File: src/rtl/c3lib_mux2_sel_seq.sv
// Select sequencer for the SVT 2:1 mux: synchronizes and qualifies an async select
// request, then flips the mux select only inside a guarded blanking window.
module c3lib_mux2_sel_seq #(
    parameter int unsigned SYNC_STAGES = 2,
    parameter int unsigned STABLE_CYC  = 4,
    parameter int unsigned GUARD_CYC   = 2,
    parameter int unsigned CNT_W       = 4,
    parameter logic        RESET_SEL   = 1'b0
) (
    input  logic clk,
    input  logic rst_n,
    input  logic sel_req,
    output logic sel_out,
    output logic gate_en,
    output logic switch_busy,
    output logic switch_done,
    output logic sel_sync
);

    typedef enum logic [3:0] {
        IDLE       = 4'b0001,
        QUAL       = 4'b0010,
        PRE_GUARD  = 4'b0100,
        POST_GUARD = 4'b1000
    } state_t;

    localparam logic [CNT_W-1:0] CNT_ONE    = CNT_W'(1);
    localparam logic [CNT_W-1:0] STABLE_MAX = CNT_W'(STABLE_CYC);
    localparam logic [CNT_W-1:0] GUARD_MAX  = CNT_W'(GUARD_CYC);

    logic [SYNC_STAGES-1:0] sync_q;
    state_t                 state_q, state_d;
    logic [CNT_W-1:0]       cnt_q, cnt_d;
    logic                   sel_d, gate_d, done_d;

    // sel_req is sampled by the first stage only; everything else uses sel_sync.
    always_ff @(posedge clk or negedge rst_n) begin
        if (!rst_n) begin
            sync_q <= {SYNC_STAGES{RESET_SEL}};
        end else begin
            // NOTE: non-blocking so every stage captures the previous stage's old value.
            sync_q <= {sync_q[SYNC_STAGES-2:0], sel_req};
        end
    end

    assign sel_sync = sync_q[SYNC_STAGES-1];

    always_comb begin
        // NOTE: every variable gets its default first so no path can infer a latch.
        state_d = state_q;
        cnt_d   = cnt_q;
        sel_d   = sel_out;
        gate_d  = gate_en;
        done_d  = 1'b0;
        case (state_q)
            IDLE: begin
                cnt_d = '0;
                if (sel_sync != sel_out) begin
                    state_d = QUAL;
                    cnt_d   = CNT_ONE;
                end
            end
            QUAL: begin
                if (sel_sync == sel_out) begin
                    state_d = IDLE;
                    cnt_d   = '0;
                end else if (cnt_q == STABLE_MAX) begin
                    state_d = PRE_GUARD;
                    cnt_d   = CNT_ONE;
                    gate_d  = 1'b0;
                end else begin
                    cnt_d = cnt_q + CNT_ONE;
                end
            end
            PRE_GUARD: begin
                if (cnt_q == GUARD_MAX) begin
                    state_d = POST_GUARD;
                    cnt_d   = CNT_ONE;
                    sel_d   = ~sel_out;
                end else begin
                    cnt_d = cnt_q + CNT_ONE;
                end
            end
            POST_GUARD: begin
                if (cnt_q == GUARD_MAX) begin
                    state_d = IDLE;
                    cnt_d   = '0;
                    gate_d  = 1'b1;
                    done_d  = 1'b1;
                end else begin
                    cnt_d = cnt_q + CNT_ONE;
                end
            end
            default: begin
                // Corrupted one-hot encoding: fall back to IDLE with the mux output enabled.
                state_d = IDLE;
                cnt_d   = '0;
                gate_d  = 1'b1;
            end
        endcase
    end

    always_ff @(posedge clk or negedge rst_n) begin
        if (!rst_n) begin
            state_q     <= IDLE;
            cnt_q       <= '0;
            sel_out     <= RESET_SEL;
            gate_en     <= 1'b1;
            switch_done <= 1'b0;
        end else begin
            state_q     <= state_d;
            cnt_q       <= cnt_d;
            sel_out     <= sel_d;
            gate_en     <= gate_d;
            switch_done <= done_d;
        end
    end

    assign switch_busy = (state_q != IDLE);

endmodule

File: config.mk
export PLATFORM = sky130hd
export DESIGN_NAME = c3lib_mux2_sel_seq
export DESIGN_NICKNAME = d
export VERILOG_FILES = /design/src/rtl/c3lib_mux2_sel_seq.sv
export SDC_FILE = /design/constraint.sdc
export NUM_CORES = 1
export LEC_CHECK = 0
export ABC_AREA = 1
export CAP_MARGIN = 20
export CORE_MARGIN = 4
export CORE_UTILIZATION = 45
export CTS_BUF_LIST = sky130_fd_sc_hd__clkbuf_4 sky130_fd_sc_hd__clkbuf_8 sky130_fd_sc_hd__clkbuf_16
export CTS_CLUSTER_SIZE = 30
export DETAILED_ROUTE_END_ITERATION = 8
export PLACE_DENSITY = 0.7
export SETUP_SLACK_MARGIN = 0.02
export SLEW_MARGIN = 20
export SYNTH_ARGS = -nofsm -noshare
export SYNTH_HDL_FRONTEND = slang
export SYNTH_SLANG_ARGS = --single-unit
File: constraint.sdc
create_clock -name clk -period 1.55 [get_ports clk]
set_input_delay 0.31 -clock clk [delete_from_list [all_inputs] [get_ports clk]]
set_output_delay 0.31 -clock clk [all_outputs]
set_load 0.005 [all_outputs]
==> metrics.txt <==
max-slew violations=0; cts hold-fix bufs=0; PD cells=1220 nW/um^2; Logic pwr share=roughly 40%; Post-DP Area=between 800 and 900 sq um; Crit-path slowest cell=clkdlybuf4s50_1; CP max stage delay=about 0.51 ns; root buffer cell=clkbuf_4; Synth-to-Final Area Change=18.0%; most common flop cell mapped by yosys=dfrtp_1; Max rail drop VDD=roughly 610 uV; headroom to the max-slew limit=around 84%; YS warnings=0; Worst-path clk slew=0.08 ns; R2R cell count=9; Iteration-0 DRC Markers=14; WL final=about 1300 microns; gr ovfl total=0; residual DRC count=0; CP required=between 1 and 1.5 ns; post-synth net total=100; worst skew pair latency=around 0.27 ns; share of post-route cells with drive strength above 1=a little over a fifth; Worst setup EP type=output pin; fin cells=roughly 120; Starting Density=48.2%; total power=about 1100 uW; Max Freq=between 600 and 700 MHz; placed insts=roughly 120; FF+latch count, synth=13; GPL Wtd Cong=0.743; crit path kind=reg -> out; Yosys cell types=19; top cells by area, synth=dfrtp_1, nand2_1, inv_1; hpwl dp=1060 microns; Hold Crit Class=in -> async; Switching Power=377 uW; first-pass GRT wire length=2340 microns; Async SR Flop Fraction=100%; FF-to-FF setup slack=around 0.22 ns; syn avg cell area=7.91 sq um; die height=~49 microns; CTS tree=done; final setup TNS=0 ns; Internal=roughly 690 uW; R2R Path Start=cnt_q[0]; Die X=~49 microns; mapped cell area=around 740 sq um; worst-path maximum fanout=3; total number of vias=590; count leader, synth=nand2_1; Synth top cells by count=nand2_1, inv_1, nor2_1; Max Cap Violations=0; Max clock buf depth=2; design area=~880 sq um; Final #Nets=115; Critical path buffers and inverters=1; fillers=between 150 and 200; RSZ-0062 raised after global routing=no; worst path arrival time=approximately 1.2 ns; Crit path max-delay family=buffers and inverters; worst slew pin tran=0.238 ns; Final Hold Viols=0; Clk pwr share=between 10% and 20%; cell count after synthesis=between 90 and 100; Critical Path, Cell by Cell=clkdlybuf4s50_1; Leak=0.000463 uW; number of inserted diodes=0; worst reg2reg endpoint=cnt_q[3]; Core Box Area=about 1500 sq um; final worst-path cycle share=94.5%; top-area cell type share of the netlist area=between 30 and 40%; port buffer count=7; FP Rows=14; vias per inst=4.76; status=complete, no violations; largest area contributor in the netlist=dfrtp_1; startpoint types=flip-flop; drt first pass iters=4; power share of the sequential group=between 40% and 50%; CTS Buf Count=3; switching part of the total power=between 30% and 40%; register area share after synthesis=44.1%; vias in the first global route=roughly 580; CTS H-Tree Depth=1; # IOs=8; Post-synth EDFFs=0; area of the die=around 2400 sq um; clk_skew=approximately 0.0044 ns; total track usage=12.7%; pin count of the biggest net entering global routing=14; wire per inst=around 11 microns; # setup viols final=0; Routed Antenna Nets=0; CTS Sinks=13; minimum clock period=roughly 1.5 ns; antenna violations before repair=0
-- repair_timing --
item                                    CTS  global route
endpoints found under the setup margin    2             1
gates resized for setup                   3             1
setup buffers                             1             0
-- power by group through the flow --
stage	Sequential (uW)	Clock, uW	Combinational, uW
floorplan	450	0	276
global placement	452	0	415
detailed placement	455	0	426
CTS	445	217	434
global route	452	232	490
finish	443	206	418
-- metrics by stage --
stage / hold WS, ns / setup slack (ns) / utilization (%)
after floorplan: 0.0144 / 0.342 / -
after global placement: 0.333 / 0.106 / 55.0
after detailed placement: 0.344 / 0.0716 / 55.0
after CTS: 0.322 / 0.0106 / 57.2
after global routing: 0.348 / 0.0263 / 56.9
final: 0.324 / 0.0856 / 56.9
-- worst max path at each step --
stage                          start  slack (ns)  cells after the start     endpoint
after floorplan             cnt_q[0]        0.34                      9     cnt_q[2]
after global placement    state_q[0]        0.11                      4  switch_busy
after detailed placement  state_q[0]        0.07                      4  switch_busy
after CTS                 state_q[0]        0.01                      4  switch_busy
after global routing         sel_out        0.03                      1      sel_out
final                        sel_out        0.09                      1      sel_out
-- sequential cells by signal, summed over array words and instances, names as in the netlist --
| register | flops |
|---|---|
| sync_q | 2 |
| state_q | 4 |
| switch_done | 1 |
| gate_en | 1 |
| sel_out | 1 |
| cnt_q | 4 |
-- placed cells by master, fill, tap and decap left out --
cell type / count
nand2_2: 2
o22ai_1: 1
inv_2: 3
o21bai_2: 1
nand2_4: 1
inv_1: 16
clkinv_2: 1
nand4_1: 2
clkdlybuf4s50_1: 5
dlygate4sd2_1: 1
xor2_1: 2
clkbuf_2: 1
nand2_1: 25
o21ai_0: 2
clkbuf_4: 3
xnor2_1: 1
buf_4: 3
nor2_1: 13
dfrtp_1: 11
nand3_1: 3
dfstp_2: 2
nand3_4: 1
nor2_2: 3
nor2_4: 2
ha_1: 3
-- metal layers --
metal | track usage, % | share of wire, %
met5 | 0 | 0
met4 | 8.07 | 0.99
met3 | 1.84 | 3.3
met2 | 22.0 | 53
met1 | 14.3 | 42
-- cell families (layout without fill, tap and decap cells) --
group	after synthesis	after routing	synth area share, %
compound gates	4	4	3.70
xor+xnor	3	3	3.54
fa+ha+maj	3	3	5.05
buf+inv	19	33	9.60
flops	13	13	44.1
simple gates	52	52	34.0
-- final cells by class --
| class | count | area, sq um | area share [%] |
|---|---|---|---|
| clock buffers | 3 | 22.5 | 2.57 |
| clock inverters | 1 | 5.00 | 0.571 |
| inverters | 19 | 71.3 | 8.13 |
| multi-input cells | 62 | 344 | 39.2 |
| flip-flops and latches | 13 | 328 | 37.4 |
| well taps | 16 | 20.0 | 2.28 |
| repair buffers | 10 | 86.3 | 9.84 |
Power figures use the tool's default switching activity.
